$ cat src/rtl/global_package.sv
// Shared types for the lane response arbiter.
//   MemoryPacketArbitrate   - route descriptor; id_lane carries the lane mask
//   FIFOStateSignalsOutput  - status bundle driven by a FIFO
//   FIFOStateSignalsInput   - control bundle driven into a FIFO
//   lane_response_arbiter_state_t - arbiter FSM state encoding
package global_package;

   localparam int CU_ID_W     = 8;
   localparam int BUNDLE_ID_W = 8;
   localparam int LANE_ID_W   = 8;

   typedef struct packed {
      logic [CU_ID_W-1:0]     id_cu;
      logic [BUNDLE_ID_W-1:0] id_bundle;
      logic [LANE_ID_W-1:0]   id_lane;
   } MemoryPacketArbitrate;

   typedef struct packed {
      logic full;
      logic empty;
      logic prog_full;
      logic valid;
   } FIFOStateSignalsOutput;

   typedef struct packed {
      logic rd_en;
      logic wr_en;
   } FIFOStateSignalsInput;

   typedef enum logic [1:0] {
      S_UNCFG = 2'd0,
      S_IDLE  = 2'd1,
      S_BURST = 2'd2
   } lane_response_arbiter_state_t;

endpackage

$ cat src/rtl/lane_response_rr_arbiter_select.sv
// Wrap-around first-one search: returns the first set bit of eligible at or
// above rr_ptr, wrapping past the top lane back to lane 0.
//   eligible  - candidate lanes
//   rr_ptr    - lane where the search starts (must be < NUM_LANES)
//   grant     - one-hot winner, zero when nothing is eligible
//   grant_idx - binary index of the winner
//   found     - at least one lane was eligible
module rr_priority_select #(
   parameter int NUM_LANES = 4,
   parameter int PTR_W     = 2
) (
   input  logic [NUM_LANES-1:0] eligible,
   input  logic [PTR_W-1:0]     rr_ptr,
   output logic [NUM_LANES-1:0] grant,
   output logic [PTR_W-1:0]     grant_idx,
   output logic                 found
);

   localparam int SUM_W = PTR_W + 1;

   logic [SUM_W-1:0] pos;

   always_comb begin
      grant     = '0;
      grant_idx = '0;
      found     = 1'b0;
      pos       = '0;
      for (int k = 0; k < NUM_LANES; k++) begin
         pos = {1'b0, rr_ptr} + SUM_W'(k);
         if (pos >= SUM_W'(NUM_LANES)) begin
            pos = pos - SUM_W'(NUM_LANES);
         end
         if (!found && eligible[pos[PTR_W-1:0]]) begin
            found                    = 1'b1;
            grant[pos[PTR_W-1:0]]    = 1'b1;
            grant_idx                = pos[PTR_W-1:0];
         end
      end
   end

endmodule

$ cat src/rtl/lane_response_rr_arbiter.sv
// Round-robin arbiter that hands engine-response FIFO reads to requesting
// lanes in bursts of up to BURST_MAX reads.
//   ap_clk / areset_n                       - clock, async active-low reset
//   configure_route_valid / _in             - route strobe; id_lane = lane mask
//   lane_req_in                             - per-lane request
//   fifo_response_lanes_backtrack_signals_in- per-lane FIFO status (prog_full)
//   fifo_response_engine_out_signals_in     - engine FIFO status (empty)
//   fifo_response_engine_in_signals_out     - engine FIFO control (rd_en)
//   grant_out / grant_valid_out             - one-hot owner of current read
//
// state   | meaning
// S_UNCFG | no route seen since reset, never grants
// S_IDLE  | configured, waiting for an eligible lane
// S_BURST | one lane owns the engine FIFO read port
module lane_response_rr_arbiter
   import global_package::*;
#(
   parameter int ID_CU           = 0,
   parameter int ID_BUNDLE       = 0,
   parameter int NUM_LANES_MAX   = 4,
   parameter int NUM_BUNDLES_MAX = 4,
   parameter int BURST_MAX       = 4
) (
   input  logic                     ap_clk,
   input  logic                     areset_n,
   input  logic                     configure_route_valid,
   input  MemoryPacketArbitrate     configure_route_in,
   input  logic [NUM_LANES_MAX-1:0] lane_req_in,
   input  FIFOStateSignalsOutput    fifo_response_lanes_backtrack_signals_in [NUM_LANES_MAX-1:0],
   input  FIFOStateSignalsOutput    fifo_response_engine_out_signals_in,
   output FIFOStateSignalsInput     fifo_response_engine_in_signals_out,
   output logic [NUM_LANES_MAX-1:0] grant_out,
   output logic                     grant_valid_out
);

   localparam int PTR_W = (NUM_LANES_MAX > 1) ? $clog2(NUM_LANES_MAX) : 1;
   localparam int CNT_W = (BURST_MAX > 1) ? $clog2(BURST_MAX) : 1;
   localparam logic [PTR_W-1:0] LAST_LANE = PTR_W'(NUM_LANES_MAX - 1);
   localparam logic [CNT_W-1:0] LAST_BEAT = CNT_W'(BURST_MAX - 1);

   logic                     cfg_valid_reg;
   logic [NUM_LANES_MAX-1:0] cfg_lane_reg;
   logic [NUM_LANES_MAX-1:0] req_reg;
   logic [NUM_LANES_MAX-1:0] prog_full_reg;
   logic                     empty_reg;

   lane_response_arbiter_state_t state;
   logic [NUM_LANES_MAX-1:0] route_mask;
   logic [NUM_LANES_MAX-1:0] grant_reg;
   logic [PTR_W-1:0]         grant_idx;
   logic [PTR_W-1:0]         rr_ptr;
   logic [CNT_W-1:0]         burst_cnt;

   logic [NUM_LANES_MAX-1:0] eligible;
   logic [NUM_LANES_MAX-1:0] sel_eligible;
   logic [PTR_W-1:0]         sel_ptr;
   logic [PTR_W-1:0]         next_ptr;
   logic [NUM_LANES_MAX-1:0] sel_onehot;
   logic [PTR_W-1:0]         sel_idx;
   logic                     sel_found;
   logic                     cur_eligible;
   logic                     rd_en;
   logic                     burst_end;

   always_ff @(posedge ap_clk or negedge areset_n) begin
      if (!areset_n) begin
         cfg_valid_reg <= 1'b0;
         cfg_lane_reg  <= '0;
         req_reg       <= '0;
         prog_full_reg <= '0;
         empty_reg     <= 1'b0;
      end else begin
         cfg_valid_reg <= configure_route_valid;
         cfg_lane_reg  <= configure_route_in.id_lane[NUM_LANES_MAX-1:0];
         req_reg       <= lane_req_in;
         for (int i = 0; i < NUM_LANES_MAX; i++) begin
            prog_full_reg[i] <= fifo_response_lanes_backtrack_signals_in[i].prog_full;
         end
         empty_reg     <= fifo_response_engine_out_signals_in.empty;
      end
   end

   assign eligible     = req_reg & route_mask & ~prog_full_reg;
   assign cur_eligible = eligible[grant_idx];
   assign next_ptr     = (grant_idx == LAST_LANE) ? '0 : grant_idx + 1'b1;

   // In a burst the search for the follow-on lane starts just past the
   // current owner and skips it; grant_reg is zero outside a burst.
   assign sel_ptr      = (state == S_BURST) ? next_ptr : rr_ptr;
   assign sel_eligible = eligible & ~grant_reg;

   rr_priority_select #(
      .NUM_LANES (NUM_LANES_MAX),
      .PTR_W     (PTR_W)
   ) u_select (
      .eligible  (sel_eligible),
      .rr_ptr    (sel_ptr),
      .grant     (sel_onehot),
      .grant_idx (sel_idx),
      .found     (sel_found)
   );

   // A pending reconfiguration suppresses the read so no beat is issued to a
   // lane the new mask may exclude.
   assign rd_en     = (state == S_BURST) && cur_eligible && !empty_reg && !cfg_valid_reg;
   assign burst_end = (rd_en && (burst_cnt == LAST_BEAT)) || !cur_eligible;

   always_ff @(posedge ap_clk or negedge areset_n) begin
      if (!areset_n) begin
         state      <= S_UNCFG;
         route_mask <= '0;
         grant_reg  <= '0;
         grant_idx  <= '0;
         rr_ptr     <= '0;
         burst_cnt  <= '0;
      end else begin
         if (cfg_valid_reg) begin
            route_mask <= (|cfg_lane_reg) ? cfg_lane_reg : '1;
         end
         case (state)
            S_UNCFG: begin
               if (cfg_valid_reg) begin
                  state <= S_IDLE;
               end
            end
            S_IDLE: begin
               if (!cfg_valid_reg && sel_found) begin
                  state     <= S_BURST;
                  grant_reg <= sel_onehot;
                  grant_idx <= sel_idx;
                  burst_cnt <= '0;
               end
            end
            S_BURST: begin
               if (cfg_valid_reg) begin
                  state     <= S_IDLE;
                  grant_reg <= '0;
                  burst_cnt <= '0;
               end else if (burst_end) begin
                  rr_ptr    <= next_ptr;
                  burst_cnt <= '0;
                  if (sel_found) begin
                     grant_reg <= sel_onehot;
                     grant_idx <= sel_idx;
                  end else begin
                     state     <= S_IDLE;
                     grant_reg <= '0;
                  end
               end else if (rd_en) begin
                  burst_cnt <= burst_cnt + 1'b1;
               end
            end
            default: begin
               state     <= S_UNCFG;
               grant_reg <= '0;
            end
         endcase
      end
   end

   assign grant_out       = grant_reg;
   assign grant_valid_out = (state == S_BURST);
   assign fifo_response_engine_in_signals_out = '{rd_en: rd_en, wr_en: 1'b0};

   // Status fields and identity parameters this block has no use for.
   logic [NUM_LANES_MAX-1:0] unused_lane_bits;
   logic                     unused_inputs;

   always_comb begin
      unused_lane_bits = '0;
      for (int i = 0; i < NUM_LANES_MAX; i++) begin
         unused_lane_bits[i] = fifo_response_lanes_backtrack_signals_in[i].full
                             ^ fifo_response_lanes_backtrack_signals_in[i].empty
                             ^ fifo_response_lanes_backtrack_signals_in[i].valid;
      end
   end

   assign unused_inputs = ^{configure_route_in.id_cu, configure_route_in.id_bundle,
                            configure_route_in.id_lane,
                            fifo_response_engine_out_signals_in.full,
                            fifo_response_engine_out_signals_in.prog_full,
                            fifo_response_engine_out_signals_in.valid,
                            unused_lane_bits, (ID_CU != 0), (ID_BUNDLE != 0),
                            (NUM_BUNDLES_MAX != 0)};

endmodule

$ cat config.mk
export PLATFORM = sky130hd
export DESIGN_NAME = lane_response_rr_arbiter
export DESIGN_NICKNAME = d
export VERILOG_FILES = /design/src/rtl/global_package.sv /design/src/rtl/lane_response_rr_arbiter_select.sv /design/src/rtl/lane_response_rr_arbiter.sv
export SDC_FILE = /design/constraint.sdc
export NUM_CORES = 1
export LEC_CHECK = 0
export CORE_UTILIZATION = 45
export CTS_CLUSTER_SIZE = 12
export DETAILED_ROUTE_END_ITERATION = 7
export PLACE_DENSITY = 0.77
export SETUP_SLACK_MARGIN = 0.5
export SYNTH_ARGS = -nofsm -noshare
export SYNTH_HDL_FRONTEND = slang
export SYNTH_SLANG_ARGS = --single-unit
$ cat constraint.sdc
create_clock -name ap_clk -period 7.2 [get_ports ap_clk]
set_input_delay 1.44 -clock ap_clk [delete_from_list [all_inputs] [get_ports ap_clk]]
set_output_delay 1.44 -clock ap_clk [all_outputs]
set_load 0.02 [all_outputs]
## Word level (Yosys, flattened, before mapping)

Index checks and enable logic that the tools add are counted.

| word-level totals | value |
|---|---|
| bits in registers | 30 |
| input bits | 51 |
| output and inout port bits | 7 |
| logic and storage cells | 140 |

| cells by class | value |
|---|---|
| $add $sub $neg | 9 |
| $lt $le $gt $ge | 13 |
| equality and inequality tests | 12 |
| muxes and demuxes | 58 |
| bitwise operators | 10 |
| reductions and logical operators | 27 |

Operators by type and width:

| operator | number |
|---|---|
| 2-to-1 mux 2 bit | 23 |
| 2-to-1 mux 4 bit | 9 |
| < comparator 2 x 3 -> 1 bit, second input constant | 5 |
| 2-to-1 mux 1 bit | 13 |
| bitwise AND 4 bit | 3 |
| logical AND 1 bit | 12 |
| OR 4 bit | 3 |
| case mux 4 bit (3 select lines) | 1 |
| binary-select mux 1 bit (select 2 bit) | 5 |
| greater-or-equal comparator 3 bit, second input constant | 3 |
| AND reduction 3 bit | 3 |
| demux 1 bit (select 2 bit) | 4 |
| greater-or-equal comparator 2 x 1 -> 1 bit, second input constant | 4 |
| NOT 4 bit | 2 |
| case mux 2 bit (2 select lines) | 2 |
| subtractor 2 x 1 -> 2 bit, second input constant | 4 |
| adder 2 x 2 -> 3 bit, second input constant | 2 |
| == test 2 bit, second input constant | 3 |
| zero test 1 bit | 6 |
| != test 2 bit, second input constant | 3 |
| case mux 2 bit (3 select lines) | 1 |
| AND reduction 5 bit | 1 |
| adder 2 x 1 -> 2 bit, second input constant | 2 |
| != test 2 x 1 -> 1 bit, second input constant | 2 |
| 12 further kinds | 13 |

## Logic depth before layout (Yosys ltp)

| logic depth | value |
|---|---|
| depth after elaboration | 21 |
| gate-level depth with buffers | 13 |
| mapped depth without buffers | 11 |

## Cells and area by module

Synthesis repeated with hierarchy kept, for this count alone.

| unflattened totals | value |
|---|---|
| cells, all modules | 158 |
| area, all modules | 1,737.9 µm² |

Modules (own cells, without submodules):

| module | instances | cells an instance | area an instance (µm²) | seq. area each (µm²) |
|---|---|---|---|---|
| lane_response_rr_arbiter | 1 | 113 | 1,316.3 | 750.7 |
| rr_priority_select | 1 | 45 | 421.7 | 0.0 |

## Worst setup path before layout

No wires, ideal clock.

| timing | value |
|---|---|
| kind | register to register |
| from | register state[0] |
| to | register grant_reg[0] (netlist: grant_out[0]) |
| library setup time | 0.078 ns |
| arrival time | 3.153 ns |
| data required time | 7.122 ns |
| path slack | 3.970 ns |
| stages on the path, launching flop included | 14 |
| path buffers | 2 |
| clock period less this slack | 3.230 ns |
| cells stage by stage | dfrtp_1 inv_1 ha_1 buf_6 and2b_1 nor2_2 ha_1 inv_1 nor4_1 or4_1 buf_6 nor4_4 a22oi_1 o21ai_1 |

| between the ends | value |
|---|---|
| longest elaborated chain between the ends | 20 |
| elaborated cells on any way between the ends | 79 |
| classes of those cells | 7 x add/sub; 12 x order compare; 4 x eq/ne; 34 x mux; 4 x bitwise; 18 x reduce/logical |

RTL lines:

| item | RTL line | text |
|---|---|---|
| start, declared | lane_response_rr_arbiter.sv:47 | `lane_response_arbiter_state_t state;` |
| start signal, assigned | lane_response_rr_arbiter.sv:110 | `state <= S_UNCFG;` |
| start signal, assigned | lane_response_rr_arbiter.sv:123 | `state <= S_IDLE;` |
| start signal, assigned | lane_response_rr_arbiter.sv:128 | `state <= S_BURST;` |
| == test 2 bit (*) | n/a |  |
| named net grant_valid_out | lane_response_rr_arbiter.sv:33 | `output logic grant_valid_out` |
| parallel branches: the longest is 19 deep, another holds adder 2 x 1 -> 3 bit | n/a |  |
| end signal, assigned | lane_response_rr_arbiter.sv:129 | `grant_reg <= sel_onehot;` |
| end signal, assigned | lane_response_rr_arbiter.sv:143 | `grant_reg <= sel_onehot;` |
| end, declared | lane_response_rr_arbiter.sv:49 | `logic [NUM_LANES_MAX-1:0] grant_reg;` |

Mark *: on every way through the listed nets, which the timed path passes. The select of a mux whose other input is x is not followed.
A chain may end at the register's enable or synchronous reset.

==> reports/qor.txt <==
outcome: finished clean
power dissipated by switching net loads: 329 uW
post-route clock period utilization: 53.8%
Mapped Cells: 191
floorplan die area: 4580 um^2
placed standard-cell area: 2170 um^2
RSZ-0062 raised after global routing: false
global-route wire length before repair: 6.80 mm
HPWL reported at the end of detailed placement: 2.96 mm
share of final-layout standard cells stronger than drive strength 1: 9.81%
sequential share of power: 26.7%
cell area after technology mapping: 1940 um^2
clock-pin slew of the registers on the worst-case setup and hold paths: 0.06 ns
First-pass DRT Iterations: 4
Clock Skews: 0.00443 ns
Crit Path Class: flop to output pin
Post-synth EDFFs: 0
Leak Pwr: 0.966 nW
Area Growth Syn to Fin: 19.2%
via count of the first global-routing pass: 1466
maximum buffer depth of the clock tree: 2
die span in x: 67.7 um
overall fraction of global-route tracks in use: 20.5%
# placed instances: 256
top-area cell type share of the netlist area: 38.7%
worst supply voltage drop on vdd: 134 uV
net switching fraction of the power: 39.7%
clock network power share: 25.4%
# Max-Cap Violations: 0
DR vias: 1531
endpoint type of the worst setup path: output pin
Max-slew headroom: 54.9%
highest clock rate: 0.258 GHz
Port Buf Inserts: 21
top post-synthesis cells by area: sky130_fd_sc_hd__dfrtp_1, sky130_fd_sc_hd__ha_1, sky130_fd_sc_hd__nor2_1, sky130_fd_sc_hd__mux2i_1, sky130_fd_sc_hd__nand4bb_1
antenna violation net count after detailed routing: 0
final setup violation count: 0
final critical path time including I/O delays and setup: 3.87 ns
Initial Utilization: 47.9%
data arrival at the endpoint of the critical path: 2.43 ns
clock tree from TritonCTS: done
total power divided by cell area: 358 nW/um^2
internal power component: 500 uW
share of flip-flops with an asynchronous set or reset after synthesis: 100%
fin nets: 278
CP required: 5.76 ns
Clock Sink Count: 30
clock buffers created by TritonCTS: 5
area of all placed cells without fillers: 2310 um^2
post-cts sizing count: 0
Max H-tree Level: 2
detail-routed net length per standard cell: 15.2 um
Antenna Cells: 0
DRC violation count after routing: 0
fraction of the yosys area taken by sequential cells: 38.7%
share of total power in combinational logic: 48.0%
standard cell core area: 4060 um^2
leading register cell type out of synthesis: sky130_fd_sc_hd__dfrtp_1
crit start category: flop
synthesis warning total: 0
Post-CTS Setup Inserts: 0
filler-free cell count of the finished design: 264
post-synthesis net count: 256
final wirelength: 4.00 mm
number of buffers inserted by hold repair at cts: 0
Unique masters post-synth: 52
overall overflow remaining after global route: 0
measured slew at the worst slew-check pin: 0.670 ns
die height: 67.7 um
synthesis-stage register bit count: 30
Slew Limit Fails: 0
Final Hold Viols: 0
average via count per standard cell: 5.80
clock latency on the worst-skew pair: 0.28 ns
worst hold path class: flop to flop
leading cell type in the layout, fill and taps excluded: sky130_fd_sc_hd__dfrtp_1
DRC marker count from the first detailed-route iteration: 78
RD Place Congestion: 0.909
setup TNS: 0 ns
cell taking the most area after synthesis: sky130_fd_sc_hd__dfrtp_1
maximum number of pins on one net before global-route repair: 31
root buffer cell: sky130_fd_sc_hd__clkbuf_8
crit path max fanout: 11
post-synthesis average cell area: 10.2 um^2
antenna violations before repair: 0
cell row count: 23
number of I/O pins: 58
most frequent cells in the layout: sky130_fd_sc_hd__dfrtp_1, sky130_fd_sc_hd__clkdlybuf4s50_1, sky130_fd_sc_hd__nor2_1, sky130_fd_sc_hd__ha_1, sky130_fd_sc_hd__nand2_1
metal layers:
metal / GRT usage, % / vias to the layer above / wire length, um
li1: - / 751 / -
met1: 26.8 / 731 / 1850
met2: 32.8 / 41 / 1950
met3: 5.24 / 8 / 158
met4: 6.12 / 0 / 42
met5: 0 / - / 0
power by group through the flow:
stage / Clock (mW) / Sequential [mW] / Combinational, mW
after floorplan: 0 / 0.220 / 0.309
after global placement: 0 / 0.222 / 0.381
after detailed placement: 0 / 0.225 / 0.392
after CTS: 0.213 / 0.222 / 0.394
after global routing: 0.222 / 0.226 / 0.440
final: 0.210 / 0.221 / 0.398
critical path, cell delays in order, from the launching register on:
cell and delay [ns]:
sky130_fd_sc_hd__dfrtp_1 0.40, sky130_fd_sc_hd__inv_1 0.12, sky130_fd_sc_hd__ha_1 0.43, sky130_fd_sc_hd__or2b_1 0.32
sky130_fd_sc_hd__nor3_1 0.23, sky130_fd_sc_hd__clkdlybuf4s50_1 0.65
through the flow:
step	util, %	hold WS (ns)	power, mW	setup WS [ns]
3_5_place_dp	53.5	0.496	0.617	3.51
6_report	57.0	0.514	0.829	3.33
2_1_floorplan	-	0.463	0.529	3.97
4_1_cts	57.0	0.510	0.829	3.32
5_1_grt	57.0	0.534	0.888	3.13
3_3_place_gp	53.5	0.491	0.603	3.54
synthesized netlist by cell type, drive strengths merged, types with 2 or more instances:
| cell | n |
|---|---|
| a221oi | 2 |
| clkbuf | 3 |
| inv | 12 |
| a21oi | 7 |
| o211ai | 2 |
| nand2 | 12 |
| dfrtp | 30 |
| buf | 4 |
| a22o | 2 |
| nor2 | 21 |
| nor3b | 2 |
| nor4 | 4 |
| o311ai | 4 |
| nand3b | 4 |
| mux4 | 2 |
| nor3 | 6 |
| a211oi | 4 |
| a21o | 2 |
| o21ai | 7 |
| nand4b | 2 |
| o41ai | 4 |
| nand3 | 2 |
| ha | 14 |
| mux2 | 4 |
| mux2i | 8 |
| o31ai | 2 |
| nand4bb | 5 |
| a22oi | 4 |
area by class of cell:
type                    instances  area, um^2
inverters                      12        45.0
well taps                      50        62.6
repair buffers                 22         218
fillers                       339        1740
clock inverters                 2        60.1
multi-input cells             142        1100
clock buffers                   6        82.6
flip-flops and latches         30         751
path summary, 6_finish.rpt:
kind	from	end	slack [ns]	depth (start not counted)
min in group asynchronous	areset_n	burst_cnt[1]	1.53	2
max	state[0]	fifo_response_engine_in_signals_out[1]	3.33	5
max reg2reg	state[0]	grant_out[1]	3.47	11
max in group asynchronous	areset_n	req_reg[3]	5.39	2
min reg2reg	rr_ptr[0]	rr_ptr[0]	0.51	2
min	rr_ptr[0]	rr_ptr[0]	0.51	2
cells by family (layout without fill, tap and decap cells):
logic type / Yosys count / after routing / synth area share (%)
AND/OR/NAND/NOR: 67 / 67 / 20.7
AO/OA/AOI/OAI: 46 / 46 / 17.1
multiplexers: 14 / 14 / 9.41
adder cells (fa/ha/maj): 14 / 14 / 9.02
other: 1 / 1 / 0.193
flip-flops: 30 / 30 / 38.7
buffers and inverters: 19 / 42 / 4.90
Note: power is estimated with default switching activity, not from simulation.
